File: src/rtl/param_ctrl_pkg.sv
// Shared constants, button FSM state type and saturating step helpers for
// the push-button parameter controller.
package param_ctrl_pkg;

  // Value ranges shared with the display driver and the DDS core.
  localparam logic [15:0] FREQ_MIN   = 16'd1;
  localparam logic [15:0] FREQ_MAX   = 16'd20000;
  localparam logic [15:0] FREQ_DEF   = 16'd1000;
  localparam logic [15:0] FSTEP_FINE = 16'd10;
  localparam logic [15:0] FSTEP_CRS  = 16'd1000;
  localparam logic [7:0]  AMP_MAX    = 8'd99;
  localparam logic [7:0]  AMP_DEF    = 8'd50;
  localparam logic [7:0]  ASTEP_FINE = 8'd1;
  localparam logic [7:0]  ASTEP_CRS  = 8'd10;

  // Button slots in the conditioned-event vector.
  localparam int BTN_UP   = 0;
  localparam int BTN_DOWN = 1;
  localparam int BTN_MODE = 2;
  localparam int NUM_BTN  = 3;

  typedef enum logic [1:0] {
    BTN_IDLE      = 2'd0,
    BTN_PRESSED   = 2'd1,
    BTN_REPEATING = 2'd2
  } btn_state_e;

  // One saturating frequency step; the signed 17-bit sum can never wrap.
  function automatic logic [15:0] freq_apply(input logic [15:0] cur,
                                             input logic coarse,
                                             input logic dn);
    logic signed [16:0] step;
    logic signed [16:0] acc;
    step = coarse ? $signed({1'b0, FSTEP_CRS}) : $signed({1'b0, FSTEP_FINE});
    acc  = dn ? ($signed({1'b0, cur}) - step) : ($signed({1'b0, cur}) + step);
    if (acc > $signed({1'b0, FREQ_MAX})) begin
      acc = $signed({1'b0, FREQ_MAX});
    end else if (acc < $signed({1'b0, FREQ_MIN})) begin
      acc = $signed({1'b0, FREQ_MIN});
    end
    return acc[15:0];
  endfunction

  // One saturating amplitude step, clamped to 0..AMP_MAX.
  function automatic logic [7:0] amp_apply(input logic [7:0] cur,
                                           input logic coarse,
                                           input logic dn);
    logic signed [8:0] step;
    logic signed [8:0] acc;
    step = coarse ? $signed({1'b0, ASTEP_CRS}) : $signed({1'b0, ASTEP_FINE});
    acc  = dn ? ($signed({1'b0, cur}) - step) : ($signed({1'b0, cur}) + step);
    if (acc > $signed({1'b0, AMP_MAX})) begin
      acc = $signed({1'b0, AMP_MAX});
    end else if (acc < 9'sd0) begin
      acc = 9'sd0;
    end
    return acc[7:0];
  endfunction

endpackage

File: src/rtl/param_ctrl_btn_cond.sv
// Conditions one raw push-button: 2-FF synchroniser, debounce, press edge
// and optional hold-to-repeat, producing single-cycle event pulses.
module param_ctrl_btn_cond
  import param_ctrl_pkg::*;
#(
  parameter int DEB_CYCLES = 1_000_000,
  parameter int REP_DELAY  = 50_000_000,
  parameter int REP_RATE   = 10_000_000,
  parameter bit REP_EN     = 1'b1
) (
  input  logic clk,
  input  logic rst_n,
  input  logic btn_raw,
  output logic evt
);

  localparam int DW   = $clog2(DEB_CYCLES + 1);
  localparam int HMAX = (REP_DELAY > REP_RATE) ? REP_DELAY : REP_RATE;
  localparam int HW   = $clog2(HMAX + 1);
  localparam logic [DW-1:0] DEB_LAST  = DW'(DEB_CYCLES - 1);
  localparam logic [HW-1:0] DLY_LAST  = HW'(REP_DELAY - 1);
  localparam logic [HW-1:0] RATE_LAST = HW'(REP_RATE - 1);

  logic          sync1_q, sync2_q;
  logic          deb_q, deb_d;
  logic [DW-1:0] deb_cnt_q, deb_cnt_d;
  btn_state_e    state_q, state_d;
  logic [HW-1:0] hold_cnt_q, hold_cnt_d;
  logic          evt_q, evt_d;

  // Debounce: accept a new level only after an unbroken run of mismatches.
  always_comb begin
    deb_d     = deb_q;
    deb_cnt_d = '0;
    if (sync2_q != deb_q) begin
      if (deb_cnt_q == DEB_LAST) begin
        deb_d = ~deb_q;
      end else begin
        deb_cnt_d = deb_cnt_q + DW'(1);
      end
    end
  end

  // Press / repeat FSM; the event is registered so it trails the level edge.
  always_comb begin
    state_d    = state_q;
    hold_cnt_d = hold_cnt_q;
    evt_d      = 1'b0;
    case (state_q)
      BTN_IDLE: begin
        hold_cnt_d = '0;
        if (deb_q) begin
          evt_d   = 1'b1;
          state_d = BTN_PRESSED;
        end
      end
      BTN_PRESSED: begin
        if (!deb_q) begin
          state_d    = BTN_IDLE;
          hold_cnt_d = '0;
        end else if (REP_EN) begin
          if (hold_cnt_q == DLY_LAST) begin
            evt_d      = 1'b1;
            hold_cnt_d = '0;
            state_d    = BTN_REPEATING;
          end else begin
            hold_cnt_d = hold_cnt_q + HW'(1);
          end
        end
      end
      BTN_REPEATING: begin
        if (!deb_q) begin
          state_d    = BTN_IDLE;
          hold_cnt_d = '0;
        end else if (hold_cnt_q == RATE_LAST) begin
          evt_d      = 1'b1;
          hold_cnt_d = '0;
        end else begin
          hold_cnt_d = hold_cnt_q + HW'(1);
        end
      end
      default: begin
        state_d    = BTN_IDLE;
        hold_cnt_d = '0;
      end
    endcase
  end

  // State registers; everything clears so a held button re-debounces.
  always_ff @(posedge clk or negedge rst_n) begin
    if (!rst_n) begin
      sync1_q    <= 1'b0;
      sync2_q    <= 1'b0;
      deb_q      <= 1'b0;
      deb_cnt_q  <= '0;
      state_q    <= BTN_IDLE;
      hold_cnt_q <= '0;
      evt_q      <= 1'b0;
    end else begin
      sync1_q    <= btn_raw;
      sync2_q    <= sync1_q;
      deb_q      <= deb_d;
      deb_cnt_q  <= deb_cnt_d;
      state_q    <= state_d;
      hold_cnt_q <= hold_cnt_d;
      evt_q      <= evt_d;
    end
  end

  assign evt = evt_q;

endmodule

File: src/rtl/param_ctrl.sv
// Turns up/down/mode push-buttons into registered freq (Hz) and amp (%)
// words with saturating steps; mode selects which field is edited.
module param_ctrl
  import param_ctrl_pkg::*;
#(
  parameter int DEB_CYCLES = 1_000_000,
  parameter int REP_DELAY  = 50_000_000,
  parameter int REP_RATE   = 10_000_000
) (
  input  logic        clk,
  input  logic        rst_n,
  input  logic        btn_up,
  input  logic        btn_down,
  input  logic        btn_mode,
  input  logic        sw_coarse,
  output logic [15:0] freq,
  output logic [7:0]  amp,
  output logic        edit_sel,
  output logic        updated
);

  logic [NUM_BTN-1:0] btn_raw;
  logic [NUM_BTN-1:0] btn_evt;
  logic [15:0]        freq_q, freq_d;
  logic [7:0]         amp_q, amp_d;
  logic               edit_sel_q, edit_sel_d;
  logic               updated_q, updated_d;
  logic               do_step;

  assign btn_raw = {btn_mode, btn_down, btn_up};

  generate
    for (genvar gi = 0; gi < NUM_BTN; gi++) begin : g_btn
      param_ctrl_btn_cond #(
        .DEB_CYCLES (DEB_CYCLES),
        .REP_DELAY  (REP_DELAY),
        .REP_RATE   (REP_RATE),
        .REP_EN     (gi != BTN_MODE)
      ) u_cond (
        .clk     (clk),
        .rst_n   (rst_n),
        .btn_raw (btn_raw[gi]),
        .evt     (btn_evt[gi])
      );
    end
  endgenerate

  // Apply at most one step to the field selected before any mode toggle.
  always_comb begin
    freq_d     = freq_q;
    amp_d      = amp_q;
    edit_sel_d = edit_sel_q ^ btn_evt[BTN_MODE];
    do_step    = btn_evt[BTN_UP] ^ btn_evt[BTN_DOWN];
    if (do_step) begin
      if (!edit_sel_q) begin
        freq_d = freq_apply(freq_q, sw_coarse, btn_evt[BTN_DOWN]);
      end else begin
        amp_d = amp_apply(amp_q, sw_coarse, btn_evt[BTN_DOWN]);
      end
    end
    updated_d = (freq_d != freq_q) || (amp_d != amp_q);
  end

  // Output registers.
  always_ff @(posedge clk or negedge rst_n) begin
    if (!rst_n) begin
      freq_q     <= FREQ_DEF;
      amp_q      <= AMP_DEF;
      edit_sel_q <= 1'b0;
      updated_q  <= 1'b0;
    end else begin
      freq_q     <= freq_d;
      amp_q      <= amp_d;
      edit_sel_q <= edit_sel_d;
      updated_q  <= updated_d;
    end
  end

  assign freq     = freq_q;
  assign amp      = amp_q;
  assign edit_sel = edit_sel_q;
  assign updated  = updated_q;

endmodule

File: config.mk
export PLATFORM = sky130hd
export DESIGN_NAME = param_ctrl
export DESIGN_NICKNAME = d
export VERILOG_FILES = /design/src/rtl/param_ctrl_pkg.sv /design/src/rtl/param_ctrl_btn_cond.sv /design/src/rtl/param_ctrl.sv
export SDC_FILE = /design/constraint.sdc
export NUM_CORES = 1
export LEC_CHECK = 0
export BUFFER_PORTS_ARGS = -buffer_cell sky130_fd_sc_hd__buf_2
export CORE_MARGIN = 2
export CORE_UTILIZATION = 49
export CTS_CLUSTER_DIAMETER = 30
export CTS_CLUSTER_SIZE = 16
export DETAILED_ROUTE_END_ITERATION = 7
export PLACE_DENSITY = 0.76
export SLEW_MARGIN = 20
export SYNTH_ARGS = -nofsm -noshare
export SYNTH_HDL_FRONTEND = slang
export SYNTH_SLANG_ARGS = --single-unit
File: constraint.sdc
create_clock -name clk -period 5.5 [get_ports clk]
set_input_delay 0.55 -clock clk [delete_from_list [all_inputs] [get_ports clk]]
set_output_delay 0.55 -clock clk [all_outputs]
set_load 0.02 [all_outputs]
==> After elaboration in Yosys (flattened, before gate mapping) <==
Index checks and enable logic that the tools add are counted.
{ "word_totals": {"romBits": 0, "n_memories": 0, "in_bits": 6, "wordCells": 144, "register_bits": 182, "out_inout_bits": 26, "latch_bits": 0, "ramBits": 0} }
{ "classes": {"n_reduce_logical": 11, "n_shift": 0, "addsub": 10, "n_bitwise": 5, "muxes": 61, "div": 0, "mul": 0, "n_lt_le_gt_ge": 4, "n_eq_ne": 28} }
{ "ops": {"columns": ["cell", "n"], "rows": [
  ["$mux W26", 11],
  ["$pmux W26 S2", 3],
  ["$mux W20", 6],
  ["$add A26 B1 Y26 const B", 3],
  ["$eq A26 B24 Y1 const B", 3],
  ["$mux W16", 4],
  ["$add A20 B1 Y20 const B", 3],
  ["$eq A20 B20 Y1 const B", 3],
  ["$eq A26 B26 Y1 const B", 2],
  ["$mux W8", 4],
  ["$mux W2", 10],
  ["$add A16 B10 Y17", 1],
  ["$gt A17 B16 Y1 const B", 1],
  ["$lt A17 B2 Y1 const B", 1],
  ["$mux W17", 1],
  ["$sub A16 B10 Y17", 1],
  ["$ne A16 B16 Y1", 1],
  ["$mux W1", 13],
  ["$pmux W2 S3", 2],
  ["$mux W10", 1],
  ["$add A8 B4 Y9", 1],
  ["$gt A9 B8 Y1 const B", 1],
  ["$lt A9 B1 Y1 const B", 1],
  ["$mux W9", 1],
  ["19 further kinds", 41]
]} }

==> Longest topological paths before layout <==
Gate-level depths: netlist of the first run.
{ "logic_depth": {"ltp_word": 10, "mapped_depth": 16, "mapped_depth_nobuf": 16} }

==> Hierarchy <==
A second synthesis of the first run with hierarchy kept.
{ "unflattened": {"cells_unflattened": 1023, "area_unflattened_um2": 9499.1} }
{ "modules_own_cells": {"columns": ["module", "n_inst", "area_each_um2", "seq_area_each_um2", "cells_each"], "rows": [
  ["param_ctrl_btn_cond at g_btn[0].u_cond ...", 2, 2645.0, 1301.2, 270],
  ["param_ctrl", 1, 3037.9, 661.9, 366],
  ["param_ctrl_btn_cond at g_btn[2].u_cond", 1, 1171.1, 625.6, 117]
]} }

==> Worst setup path before layout of the first run <==
No wires, ideal clock.
{ "synth_timing": {"path_type": "register to register", "start": "reg g_btn[1].u_cond.evt_q", "end": "reg updated_q, in the netlist updated", "path_buffers": 0, "setup_time_ns": 0.138, "stages_incl_launch_ff": 14, "slack_ns": 1.637, "arrival_ns": 3.726, "cell_sequence": "dfrtp_1 inv_1 ha_1 ha_1 a21oi_2 a21bo_1 a21oi_1 o22ai_1 o311a_1 a211oi_2 o21ai_0 a221o_1 nor4b_2 o211ai_1"} }
{ "synth_between": {"elab_chain_cells": 8, "word_cells_on_any_way": 18, "cone_classes": "order compare: 4; eq/ne: 2; mux: 10; bitwise: 1; reduce/logical: 1"} }
{ "synth_lines": {"columns": ["element", "line_no", "source"], "rows": [
  ["start: declaration", "param_ctrl_btn_cond.sv:29", "logic evt_q, evt_d;"],
  ["start signal: assignment", "param_ctrl_btn_cond.sv:106", "evt_q <= evt_d;"],
  ["$mux W17 or $mux W9 (tied branches)", "param_ctrl_pkg.sv:35, param_ctrl_pkg.sv:51", null],
  ["$lt A17 B2 Y1 or $lt A9 B1 Y1 (tied branches)", "param_ctrl_pkg.sv:38, param_ctrl_pkg.sv:54", null],
  ["$mux W16 or $mux W8 (tied branches)", "param_ctrl_pkg.sv:38, param_ctrl_pkg.sv:54", null],
  ["$mux W16 or $mux W8 (tied branches)", "param_ctrl_pkg.sv:36, param_ctrl_pkg.sv:52", null],
  ["$mux W16 or $mux W8 (tied branches)", "param_ctrl.sv:55", "if (!edit_sel_q) begin"],
  ["$mux W16 or $mux W8 (tied branches)", "param_ctrl.sv:54", "if (do_step) begin"],
  ["$ne A16 B16 Y1 or $ne A8 B8 Y1 (tied branches)", "param_ctrl.sv:61", "updated_d = (freq_d != freq_q) || (amp_d != amp_q);"],
  ["$logic_or A1 B1 Y1 (*)", "param_ctrl.sv:61", null],
  ["named net updated_d", "param_ctrl.sv:27", "logic updated_q, updated_d;"],
  ["end signal: assignment", "param_ctrl.sv:75", "updated_q <= updated_d;"],
  ["end: declaration", "param_ctrl.sv:27", null]
]} }
Mark *: on every way through the listed nets, which the timed path passes. The rest lies on a longest branch.
A chain may end at the register's enable or synchronous reset.

==> Worst setup path after layout of the first run <==
Same ends and word-level chain as after synthesis.

==> metrics.md, run 1 <==
| Metric | Value |
|---|---|
| Number of post-CTS setup repair buffers | 0 |
| Worst min-delay path category | input pin to flop |
| Top cell type's share of synthesized area | around 40% |
| Final setup margin | 1.111 ns |
| Final Total Pwr | 0.002584 W |
| Highest clock frequency the design can meet | ~0.23 GHz |
| Final Max Tran Viols | 0 |
| Result of the run | complete, but fails checks |
| Synthesized net count | just over 1000 |
| Pin count of the biggest net entering global routing | about 120 |
| Worst path max stage delay | a little over 0.5 ns |
| Number of enable-type register cells in the synthesized netlist | 0 |
| Placement Rows | 49 |
| Number of setup violations in the final report | 0 |
| Cell area after synthesis | about 9100 um^2 |
| Number of violations reported at the end of detailed-routing iteration 0 | approximately 490 |
| Remaining max-slew budget at the tightest pin | ~36% |
| Buffers added on ports | 31 |
| Clock Sink Count | about 160 |
| Clock Latency Late Sink | around 0.42 ns |
| TritonCTS Buffers | 17 |
| Final number of hold-violating endpoints | 0 |
| Clock-pin slew on the worst setup and hold paths | about 0.060 ns |
| Ranking of synthesized cells by area | dfrtp_1, xor2_1, nor2_1 |
| TritonCTS clock tree | yes |
| Number of nets in the layout | 1066 |
| WP data arrival | 4.66 ns |
| Final cycle utilization of the critical path | 79.80% |
| Actual transition at the worst max-transition pin | between 0.9 and 1 ns |
| Vias in the first global route | 7011 |
| Most used standard cell by instance count after synthesis | dfrtp_1 |
| Initial antenna violation count | 0 |
| Count of distinct cell types in the synthesized netlist | between 70 and 80 |
| Most numerous cell types in the synthesized netlist | dfrtp_1, nor2_1, nand2_1, xor2_1, nand3_1 |
| MaxCap Viol Count | 0 |
| Fraction of the yosys area taken by sequential cells | a little over two fifths |
| Area grow syn2layout | 11.66% |
| Required time reported for the critical path endpoint | 5.77 ns |
| Worst-case clock skew | 0.01010 ns |
| Post-layout utilization of the core | a little under three fifths |
| R2R setup slack | about 1.1 ns |
| All-Layer GR Usage | 20.70% |
| Highest fanout seen on the critical path | 11 |
| Total Die Area | 19610 um^2 |
| Mapped Cells | 986 |
| Number of nets still failing antenna checks after routing | 0 |
| Critical-path top delay cell | dfrtp_1 |
| Width of the chip | 140.0 um |
| Remaining global-route overflow | 0 |
| Drt first pass iters | 7 |
| Core region area | roughly 18000 um^2 |
| Hold bufs inserted after CTS | 0 |
| Pwr Density | ~260 nW/um^2 |
| Post-layout min period | roughly 4.4 ns |
| Startpoint kind of the worst setup timing path | flop |
| Setup Slack @ Placement | 1.199 ns |
| Setup TNS | 0 ns |
| Peak supply drop | ~0.00023 V |
| Die Y-Extent | approximately 140 um |
| Global placement routability congestion | 0.9182 |
| Total leakage power | roughly 4.4 nW |
| Ant. Diodes | 0 |
| Worst setup EP type | flop |
| Cell taking the most area after synthesis | dfrtp_1 |
| Clock tree root buffer cell | clkbuf_16 |
| Number of storage elements in the synthesis netlist | between 150 and 200 |
| # fillers | 1605 |
| Starting Density | 50.14% |
| Cell chain of the critical path | buf_4 -> ha_1 -> inv_1 -> nand2_1 -> ha_1 -> nor3_2 -> o2bb2ai_1 -> and4b_1 -> a21boi_0 -> o311a_1 -> a211oi_2 -> o21ai_0 -> a221o_1 -> nor4b_2 -> o211ai_1 |
| Final hold slack | 0.2290 ns |
| Unrepaired setup endpoints after global routing | no |
| Via-to-Cell Ratio | between 5 and 6 |
| Global-route wire length before repair | roughly 33000 um |
| HPWL after DPL | ~14000 um |
| Count of warnings emitted by yosys | 0 |
| Asr flop ratio synth | between 90% and 100% |
| Layout cells sized above 1 | roughly a tenth |
| Number of remaining DRC errors | 3 |
| Violations in the final reports | DRC |
| Mean area per synthesized cell | between 9 and 10 um^2 |
| Type of the setup path with the least slack | flop to flop |
| Cts repair resizes | 0 |
| Top_reg_cell synth | dfrtp_1 |
| Number of levels the H-tree was split into | 4 |
| Drt wl/cell | around 15 um |
| Max Root-Sink Buffers | 2 |
| Number of top-level pins | 32 |
| Detailed-route wire length | approximately 19000 um |
| Via count | just over 7000 |
| Most common cell on crit path | ha_1 |
==> power by group <==
part / switching (W) / internal, W / total [W] / leakage, nW
logic: 0.0000860 / 0.0000391 / 0.000125 / 2.04
registers: 0.00000633 / 0.00115 / 0.00115 / 2.06
clock network: 0.000487 / 0.000818 / 0.00130 / 0.316
==> per-layer routing <==
| metal | global-route usage (%) | vias up | part of all wire [%] |
|---|---|---|---|
| met5 | 0 | - | 0 |
| met4 | 8.028 | 0 | 2.2 |
| met3 | 3.111 | 30 | 3.2 |
| met2 | 32.54 | 137 | 46 |
| met1 | 29.13 | 3518 | 49 |
| li1 | - | 3574 | - |
==> critical path: cells and delay by family (launching register included) <==
family | cells | cell delay [ns]
AOI/OAI and AO/OA | 7 | 2.00
adders and majority gates | 2 | 0.58
buffers and inverters | 2 | 0.37
DFF | 1 | 0.51
and+or+nand+nor | 4 | 0.76
==> state kept, by name (all words and copies together), names as in the netlist <==
register                 count
amp                          8
edit_sel                     1
freq                        16
g_btn.u_cond.deb_cnt_q      60
g_btn.u_cond.deb_q           3
g_btn.u_cond.evt             3
g_btn.u_cond.hold_cnt_q     52
g_btn.u_cond.state_q         5
g_btn.u_cond.sync1_q         3
g_btn.u_cond.sync2_q         3
updated                      1
==> path summary, 6_finish.rpt <==
path | startpoint | to | depth (start not counted)
setup / recovery | g_btn[1].u_cond.evt | updated | 15
hold / removal | btn_up | g_btn[0].u_cond.sync1_q | 1
setup reg to reg | g_btn[1].u_cond.evt | updated | 15
hold reg to reg | g_btn[1].u_cond.sync1_q | g_btn[1].u_cond.sync2_q | 0
max in group asynchronous | rst_n | freq[8] | 2
min in group asynchronous | rst_n | g_btn[2].u_cond.deb_cnt_q[19] | 1
==> cells in the final DEF, fill, tap and decap left out, types with 4 or more instances in the layout <==
cell       count
o221ai_1       4
o22a_1         4
nor3_1        14
a21boi_0       4
and3_1        36
nand2_1       81
xor2_1        66
ha_1          40
clkbuf_16     17
and2_1        11
nand3b_1       4
a21o_1         5
nor4b_1        6
buf_2         30
and4_1         9
or3_1         16
inv_6          4
a21oi_1       37
nand4_1       19
nor2_1       145
dfstp_2        9
o22ai_1        7
nor2b_1        6
dfrtp_1      146
bufinv_16      5
nand3_1       54
xnor2_1       47
nand2b_1       9
inv_1         33
o21a_1         8
o21ai_0       53
nor4_1         5
or2_2          6
o211ai_1       7
==> kinds of logic (layout without fill, tap and decap cells) <==
| family | Yosys count | count (layout) | synth area share (%) |
|---|---|---|---|
| adder cells (fa/ha/maj) | 41 | 41 | 5.740 |
| multiplexers | 3 | 3 | 0.3725 |
| XOR/XNOR | 113 | 113 | 10.91 |
| AND/OR/NAND/NOR | 438 | 438 | 24.02 |
| flip-flops | 155 | 155 | 42.89 |
| buffers and inverters | 53 | 99 | 2.207 |
| AO/OA/AOI/OAI | 183 | 183 | 13.85 |
==> final cells by class <==
class                           instances  area, um^2  area share [%]
Clock buffer                           18       429.2           4.238
Clock inverter                         14       231.5           2.286
Inverter                               33       123.9           1.223
Multi-Input combinational cell        778        4979           49.17
Sequential cell                       155        3890           38.42
Tap cell                              229       286.5           2.830
Timing Repair Buffer                   34       186.4           1.841
==> stage by stage <==
step	instances	cell area, um^2
finish	1261	10130
global route	1261	10130
CTS	1261	10120
detailed placement	1229	9463
global placement	1229	9463
floorplan	986	9069
Note: power is estimated with default switching activity, not from simulation.
==> inputs of run 2 (changes only) <==
==> constraint.sdc (replaced) <==
create_clock -name clk -period 4.4 [get_ports clk]
set_input_delay 0.44 -clock clk [delete_from_list [all_inputs] [get_ports clk]]
set_output_delay 0.44 -clock clk [all_outputs]
set_load 0.02 [all_outputs]
==> run 2 against run 1 <==
  * The run still ends with DRC left
  * Clock-buffer cell count is 1 lower
  * Routed wire length is 2.5% higher
  * Register-to-register slack worse by 0.84 ns
  * Global-route usage hardly changed
  * Largest cell class unchanged
  * Power is 18% higher
  * Critical path depth is 1 higher
  * Maximum frequency is 6.4% higher
  * Sequential share of layout area is 0.20 points lower
  * Highest routed layer unchanged
==> metrics.md, run 2 (synthesis results as in run 1) <==
| Metric | Value |
|---|---|
| Buffers added on ports | 31 (unchanged) |
| Layout cells sized above 1 | 11.02% (was 9.399%) |
| Total Die Area | 19610 um^2 (unchanged) |
| TritonCTS clock tree | yes (unchanged) |
| Final instance area | 10180 um^2 (was 10130 um^2) |
| Worst min-delay path category | input pin to async pin (was input pin to flop) |
| Most common cell after layout, fill and taps aside | dfrtp_1 (unchanged) |
| Number of nets in the layout | 1078 (was 1066) |
| Family of cells with the greatest summed delay on the critical path | simple AND/OR/NAND/NOR gates (was compound AO/OA/AOI/OAI gates) |
| Pin count of the biggest net entering global routing | 75 (was 117) |
| Die Y-Extent | 140.0 um (unchanged) |
| Peak supply drop | 0.0002829 V (was 0.0002283 V) |
| Highest clock frequency the design can meet | 0.2424 GHz (was 0.2278 GHz) |
| Type of the setup path with the least slack | flop to flop (unchanged) |
| Clock tree root buffer cell | clkbuf_16 (unchanged) |
| Clock-pin slew on the worst setup and hold paths | 0.07 ns (was 0.06 ns) |
| Required time reported for the critical path endpoint | 4.68 ns (was 5.77 ns) |
| MaxCap Viol Count | 0 (unchanged) |
| Starting Density | 50.14% (unchanged) |
| Clock Latency Late Sink | 0.43 ns (was 0.42 ns) |
| Actual transition at the worst max-transition pin | 0.9554 ns (was 0.9604 ns) |
| Startpoint kind of the worst setup timing path | flop (unchanged) |
| Post-layout min period | 4.126 ns (was 4.389 ns) |
| Most frequent cells in the layout | dfrtp_1, nor2_1, nand2_1 (unchanged) |
| Logic depth of the worst register-to-register path | 16 (was 15) |
| Worst r2r dst | updated (unchanged) |
| HPWL after DPL | 14000 um (was 13670 um) |
| Number of top-level pins | 32 (unchanged) |
| Unrepaired setup endpoints after global routing | no (unchanged) |
| TritonCTS Buffers | 17 (unchanged) |
| Initial antenna violation count | 0 (unchanged) |
| Vias in the first global route | 7078 (was 7011) |
| Number of nets still failing antenna checks after routing | 0 (unchanged) |
| Setup TNS | 0 ns (unchanged) |
| Via-to-Cell Ratio | 5.784 (was 5.757) |
| Largest register by flop count | g_btn.u_cond.deb_cnt_q (unchanged) |
| Flip-flop count of the largest register after layout | 60 (unchanged) |
| Worst-case clock skew | 0.007058 ns (was 0.01010 ns) |
| Core region area | 18090 um^2 (unchanged) |
| Global-route wire length before repair | 33440 um (was 33470 um) |
| Result of the run | complete, but fails checks (unchanged) |
| Placement Rows | 49 (unchanged) |
| Ant. Diodes | 0 (unchanged) |
| Critical path launch point | g_btn[1].u_cond.evt (unchanged) |
| Final Max Tran Viols | 0 (unchanged) |
| Max Root-Sink Buffers | 2 (unchanged) |
| Worst setup EP type | flop (unchanged) |
| Number of remaining DRC errors | 3 (unchanged) |
| Buffers and inverters on the worst path | 3 (was 2) |
| Worst path max stage delay | 0.74 ns (was 0.51 ns) |
| Dpl cell area | 9545 um^2 (was 9463 um^2) |
| Width of the chip | 140.0 um (unchanged) |
| Remaining max-slew budget at the tightest pin | 36.13% (was 35.80%) |
| Drt wl/cell | 15.65 um (was 15.42 um) |
| All-Layer GR Usage | 20.65% (was 20.70%) |
| Number of setup violations in the final report | 0 (unchanged) |
| Critical-path top delay cell | or4b_2 (was dfrtp_1) |
| Number of levels the H-tree was split into | 4 (unchanged) |
| Highest fanout seen on the critical path | 11 (unchanged) |
| Final number of hold-violating endpoints | 0 (unchanged) |
| Startpoint of the most critical register-to-register path | g_btn[1].u_cond.evt (unchanged) |
| Via count | 7363 (was 7259) |
| Cell count along the critical path | 16 (was 15) |
| Number of violations reported at the end of detailed-routing iteration 0 | 564 (was 492) |
| Violations in the final reports | DRC (unchanged) |
| Clock Sink Count | 155 (unchanged) |
| Final cycle utilization of the critical path | 93.77% (was 79.80%) |
| R2R setup slack | 0.27 ns (was 1.11 ns) |
| Area grow syn2layout | 12.25% (was 11.66%) |
| Detailed-route wire length | 19920 um (was 19450 um) |
| Total leakage power | 4.434 nW (was 4.411 nW) |
| Remaining global-route overflow | 0 (unchanged) |
| WP data arrival | 4.40 ns (was 4.66 ns) |
| Pwr Density | 298.9 nW/um^2 (was 255.2 nW/um^2) |
| Cell chain of the critical path | buf_4 -> ha_1 -> inv_1 -> nand2_1 -> ha_1 -> fa_1 -> nor2b_1 -> o2111ai_1 -> a32oi_2 -> buf_4 -> xnor2_2 -> or4b_2 -> xor2_1 -> a21oi_1 -> nor4_1 -> o211ai_1 (was buf_4 -> ha_1 -> inv_1 -> nand2_1 -> ha_1 -> nor3_2 -> o2bb2ai_1 -> and4b_1 -> a21boi_0 -> o311a_1 -> a211oi_2 -> o21ai_0 -> a221o_1 -> nor4b_2 -> o211ai_1) |
| Global placement routability congestion | 0.9472 (was 0.9182) |
| Drt first pass iters | 8 (was 7) |
[run 2: layer usage]
layer | up-vias | track usage (%) | share of wire, % | wire length (um)
li1 | 3603 | - | - | -
met1 | 3553 | 29.31 | 47 | 9451
met2 | 171 | 31.92 | 46 | 9149
met3 | 36 | 3.487 | 4.5 | 892
met4 | 0 | 7.921 | 2.1 | 428
met5 | - | 0 | 0 | 0
[run 2: through the flow]
stage	power, W	setup WS [ns]	utilization [%]	instances	hold slack (ns)
floorplan	0.001566	0.5366	-	986	0.1444
global placement	0.001630	0.2590	52.78	1240	0.3342
detailed placement	0.001631	0.1860	52.78	1240	0.3370
CTS	0.003078	0.1643	56.00	1272	0.05070
global route	0.003168	0.02675	56.29	1273	0.09333
finish	0.003043	0.2743	56.29	1273	0.03128
[run 2: area by class of cell]
class	count	area (um^2)
multi-input combinational	778	5022
inverter	33	123.9
clock inverter	15	157.7
timing repair buffer	46	274.0
clock buffer	17	425.4
fill	1594	7906
tap	229	286.5
sequential	155	3890
[run 2: where the power goes]
group / internal (W) / switching [W] / total [W]
Sequential: 0.00143 / 0.00000753 / 0.00144
Combinational: 0.0000547 / 0.000110 / 0.000165
Clock: 0.000799 / 0.000636 / 0.00144
[run 2: worst max path at each step]
stage	slack, ns	endpoint
floorplan	0.54	updated
global placement	0.26	updated
detailed placement	0.19	updated
CTS	0.16	updated
global route	0.03	updated
finish	0.27	updated
[run 2: what timing repair did]
action	in CTS	in global routing
endpoints found under the setup margin	0	1
hold buffers	0	0
resized for setup	0	6
buffers inserted	0	1
==> inputs of run 3 (changes only) <==
--- a/config.mk
+++ b/config.mk
@@ -5,13 +5,16 @@
 export SDC_FILE = /design/constraint.sdc
 export NUM_CORES = 1
 export LEC_CHECK = 0
+export ABC_AREA = 1
 export BUFFER_PORTS_ARGS = -buffer_cell sky130_fd_sc_hd__buf_2
+export CELL_PAD_IN_SITES_DETAIL_PLACEMENT = 1
+export CELL_PAD_IN_SITES_GLOBAL_PLACEMENT = 2
 export CORE_MARGIN = 2
-export CORE_UTILIZATION = 49
+export CORE_UTILIZATION = 37
 export CTS_CLUSTER_DIAMETER = 30
 export CTS_CLUSTER_SIZE = 16
 export DETAILED_ROUTE_END_ITERATION = 7
-export PLACE_DENSITY = 0.76
+export PLACE_DENSITY = 0.92
 export SLEW_MARGIN = 20
 export SYNTH_ARGS = -nofsm -noshare
 export SYNTH_HDL_FRONTEND = slang
==> run 3 against run 2 <==
  * The flow now finishes without violations
  * Worst setup slack improved by 0.061 ns
  * Cell count grew 37%
  * Synthesized cell count grew 36%
  * Worst hold slack improved by 0.066 ns
  * Sequential power hardly changed
  * Clock power about the same
  * Combinational power grew 7%
  * Via count up 17%
  * Utilization down 14 points
  * Critical path depth is 5 higher
  * Critical path type unchanged
==> metrics.md, run 3 <==
| Metric | Value |
|---|---|
| Number of levels the H-tree was split into | 4 (unchanged) |
| TritonCTS clock tree | yes (unchanged) |
| # fillers | 3299 (was 1594) |
| Final hold slack | 0.09687 ns (was 0.03128 ns) |
| Core region area | 26060 um^2 (was 18090 um^2) |
| All-Layer GR Usage | 18.37% (was 20.65%) |
| Largest register by flop count | g_btn.u_cond.deb_cnt_q (unchanged) |
| Number of enable-type register cells in the synthesized netlist | 0 (unchanged) |
| Worst path max stage delay | 0.40 ns (was 0.74 ns) |
| Worst-case clock skew | 0.01576 ns (was 0.007058 ns) |
| Peak supply drop | 0.0002168 V (was 0.0002829 V) |
| Number of nets still failing antenna checks after routing | 0 (unchanged) |
| Global placement routability congestion | 0.8431 (was 0.9472) |
| Buffers added on ports | 31 (unchanged) |
| Cell chain of the critical path | buf_4 -> inv_1 -> ha_1 -> nor2_1 -> inv_1 -> ha_1 -> fa_1 -> o21ai_0 -> nand2_1 -> nand2_1 -> nand2_1 -> nand2_1 -> inv_1 -> a31oi_1 -> o21ai_0 -> nand3_1 -> o21ai_0 -> nor2_1 -> nand2_1 -> nor2_1 -> nand3_1 (was buf_4 -> ha_1 -> inv_1 -> nand2_1 -> ha_1 -> fa_1 -> nor2b_1 -> o2111ai_1 -> a32oi_2 -> buf_4 -> xnor2_2 -> or4b_2 -> xor2_1 -> a21oi_1 -> nor4_1 -> o211ai_1) |
| Post-synthesis compound-gate area fraction | 6.073% (was 13.85%) |
| Ant. Diodes | 0 (unchanged) |
| Post-layout min period | 4.065 ns (was 4.126 ns) |
| WP data arrival | 4.38 ns (was 4.40 ns) |
| TritonCTS Buffers | 17 (unchanged) |
| Detailed-route wire length | 24330 um (was 19920 um) |
| Type of the setup path with the least slack | flop to flop (unchanged) |
| Remaining global-route overflow | 0 (unchanged) |
| Highest clock frequency the design can meet | 0.2460 GHz (was 0.2424 GHz) |
| Most numerous cell types in the synthesized netlist | nand2_1, inv_1, nor2_1, dfrtp_1, nand3_1 (was dfrtp_1, nor2_1, nand2_1, xor2_1, nand3_1) |
| Number of nets in the layout | 1438 (was 1078) |
| Critical-path top delay cell | fa_1 (was or4b_2) |
| Actual transition at the worst max-transition pin | 0.9698 ns (was 0.9554 ns) |
| Clock Sink Count | 155 (unchanged) |
| Worst min-delay path category | input pin to async pin (unchanged) |
| Worst setup EP type | flop (unchanged) |
| Area taken by flip-flops and latches | 3890 um^2 (unchanged) |
| Cell taking the most area after synthesis | dfrtp_1 (unchanged) |
| Area grow syn2layout | 11.71% (was 12.25%) |
| Number of post-CTS setup repair buffers | 0 (unchanged) |
| Number of setup violations in the final report | 0 (unchanged) |
| Placement Rows | 59 (was 49) |
| Cts repair resizes | 0 (unchanged) |
| Global-route wire length before repair | 42730 um (was 33440 um) |
| Top cell type's share of synthesized area | 37.25% (was 40.29%) |
| Startpoint kind of the worst setup timing path | flop (unchanged) |
| Die Y-Extent | 166.8 um (was 140.0 um) |
| Largest family of logic cells by synthesized area | simple AND/OR/NAND/NOR gates (unchanged) |
| Clock Latency Late Sink | 0.45 ns (was 0.43 ns) |
| Total leakage power | 5.365 nW (was 4.434 nW) |
| Drt first pass iters | 4 (was 8) |
| Vias in the first global route | 9129 (was 7078) |
| Family of cells with the greatest summed delay on the critical path | simple AND/OR/NAND/NOR gates (unchanged) |
| R2R setup slack | 0.34 ns (was 0.27 ns) |
| Pwr Density | 280.8 nW/um^2 (was 298.9 nW/um^2) |
| Multiplexer area fraction after synthesis | 0.3445% (was 0.3725%) |
| Flip-flop count of the largest register after layout | 60 (unchanged) |
| Via count | 8578 (was 7363) |
| Number of remaining DRC errors | 0 (was 3) |
| Clock tree root buffer cell | clkbuf_16 (unchanged) |
| Pin count of the biggest net entering global routing | 103 (was 75) |
| MaxCap Viol Count | 0 (unchanged) |
| Final number of hold-violating endpoints | 0 (unchanged) |
| Layout cells sized above 1 | 9.972% (was 11.02%) |
| Via-to-Cell Ratio | 4.933 (was 5.784) |
| Starting Density | 37.63% (was 50.14%) |
| Most used standard cell by instance count after synthesis | nand2_1 (was dfrtp_1) |
| Fraction of the yosys area taken by sequential cells | 39.67% (was 42.89%) |
| Initial antenna violation count | 0 (unchanged) |
| Result of the run | finished, final reports clean (was complete, but fails checks) |
| Synth Area in Simple Gates | 35.07% (was 24.02%) |
| Width of the chip | 166.8 um (was 140.0 um) |
| Number of storage elements in the synthesis netlist | 155 (unchanged) |
| Unrepaired setup endpoints after global routing | no (unchanged) |
| Max Root-Sink Buffers | 2 (unchanged) |
| Number of violations reported at the end of detailed-routing iteration 0 | 320 (was 564) |
| Top_reg_cell synth | dfrtp_1 (unchanged) |
| Drt wl/cell | 13.99 um (was 15.65 um) |
| XOR/XNOR Fraction of Synth Area | 4.376% (was 10.91%) |
| Mapped Cells | 1345 (was 986) |
| Most frequent cells in the layout | nand2_1, inv_1, nor2_1 (was dfrtp_1, nor2_1, nand2_1) |
| Mean area per synthesized cell | 7.291 um^2 (was 9.197 um^2) |
| Count of warnings emitted by yosys | 0 (unchanged) |
| Required time reported for the critical path endpoint | 4.71 ns (was 4.68 ns) |
| Ranking of synthesized cells by area | dfrtp_1, nand2_1, inv_1 (was dfrtp_1, xor2_1, nor2_1) |
| Synthesized net count | 1392 (was 1033) |
| HPWL after DPL | 18380 um (was 14000 um) |
| Highest fanout seen on the critical path | 9 (was 11) |
| Total Die Area | 27820 um^2 (was 19610 um^2) |
| Startpoint of the most critical register-to-register path | g_btn[1].u_cond.evt (unchanged) |
| Remaining max-slew budget at the tightest pin | 35.35% (was 36.13%) |
| Cell area after synthesis | 9807 um^2 (was 9069 um^2) |
| Most common cell on crit path | nand2_1 |
| Logic depth of the worst register-to-register path | 21 (was 16) |
| Most common cell after layout, fill and taps aside | nand2_1 (was dfrtp_1) |
| Setup TNS | 0 ns (unchanged) |
| Final Max Tran Viols | 0 (unchanged) |
| Number of top-level pins | 32 (unchanged) |
| Area of the multi-input gates | 5019 um^2 (was 5022 um^2) |
| Final cycle utilization of the critical path | 92.39% (was 93.77%) |
| Fraction of the mapped netlist area in adder cells | 5.307% (was 5.740%) |
| Clock-pin slew on the worst setup and hold paths | 0.07 ns (about the same) |
| Hold bufs inserted after CTS | 0 (unchanged) |
| Buffers and inverters on the worst path | 4 (was 3) |
| Asr flop ratio synth | 100.0% (unchanged) |
| Worst r2r dst | updated (unchanged) |
| Count of distinct cell types in the synthesized netlist | 49 (was 77) |
[run 3: cell types whose count changed after synthesis, moves of 24 or more]
cell	delta
nand3_1	+46
nor3_1	+24
and3_1	-32
nor2_1	+43
xor2_1	-33
nand2_1	+230
inv_1	+183
xnor2_1	-31
[run 3: metal layers]
metal | track usage, % | wire [um] | vias up
li1 | - | - | 4370
met4 | 4.385 | 321 | 0
met2 | 32.93 | 12150 | 57
met1 | 23.07 | 11440 | 4127
met3 | 3.089 | 413 | 24
met5 | 0 | 0 | -
[run 3: area by class of cell]
type                       count  share of cell area, %
clock buffer                  17                  3.883
clock inverter                15                  1.382
inverter                     221                  7.572
multi-input combinational    957                  45.81
sequential                   155                  35.51
tap                          335                  3.826
timing repair buffer          39                  2.021
[run 3: kinds of logic after synthesis]
logic type,count (synthesis)
multiplexers,3
XOR/XNOR,49
adder cells (fa/ha/maj),41
AND/OR/NAND/NOR,756
AO/OA/AOI/OAI,108
flip-flops,155
buffers and inverters,233
[run 3: worst max-delay path by stage]
stage                         from  endpoint  slack [ns]  cells after the start
2_1_floorplan  g_btn[1].u_cond.evt   updated        1.02                     20
3_3_place_gp             sw_coarse   updated        0.34                     21
3_5_place_dp             sw_coarse   updated        0.36                     21
4_1_cts        g_btn[1].u_cond.evt   updated        0.34                     21
5_1_grt        g_btn[1].u_cond.evt   updated        0.07                     21
6_report       g_btn[1].u_cond.evt   updated        0.34                     21
[run 3: power breakdown]
group	total (W)	internal [W]	switching, W
clock network	0.00146	0.000755	0.000704
logic	0.000177	0.0000494	0.000127
registers	0.00144	0.00143	0.00000646
total	0.00308	0.00224	0.000838
[run 3: through the flow]
stage          setup WS, ns  power (W)  util [%]  instance area (um^2)  instances
6_report             0.3350   0.003076     42.04                 10960       1739
5_1_grt             0.07050   0.003213     42.04                 10960       1739
4_1_cts              0.3426   0.003129     42.04                 10960       1739
3_5_place_dp         0.3638   0.001647     39.83                 10380       1707
3_3_place_gp         0.3399   0.001643     39.83                 10380       1707
2_1_floorplan         1.019   0.001584         -                  9807       1345
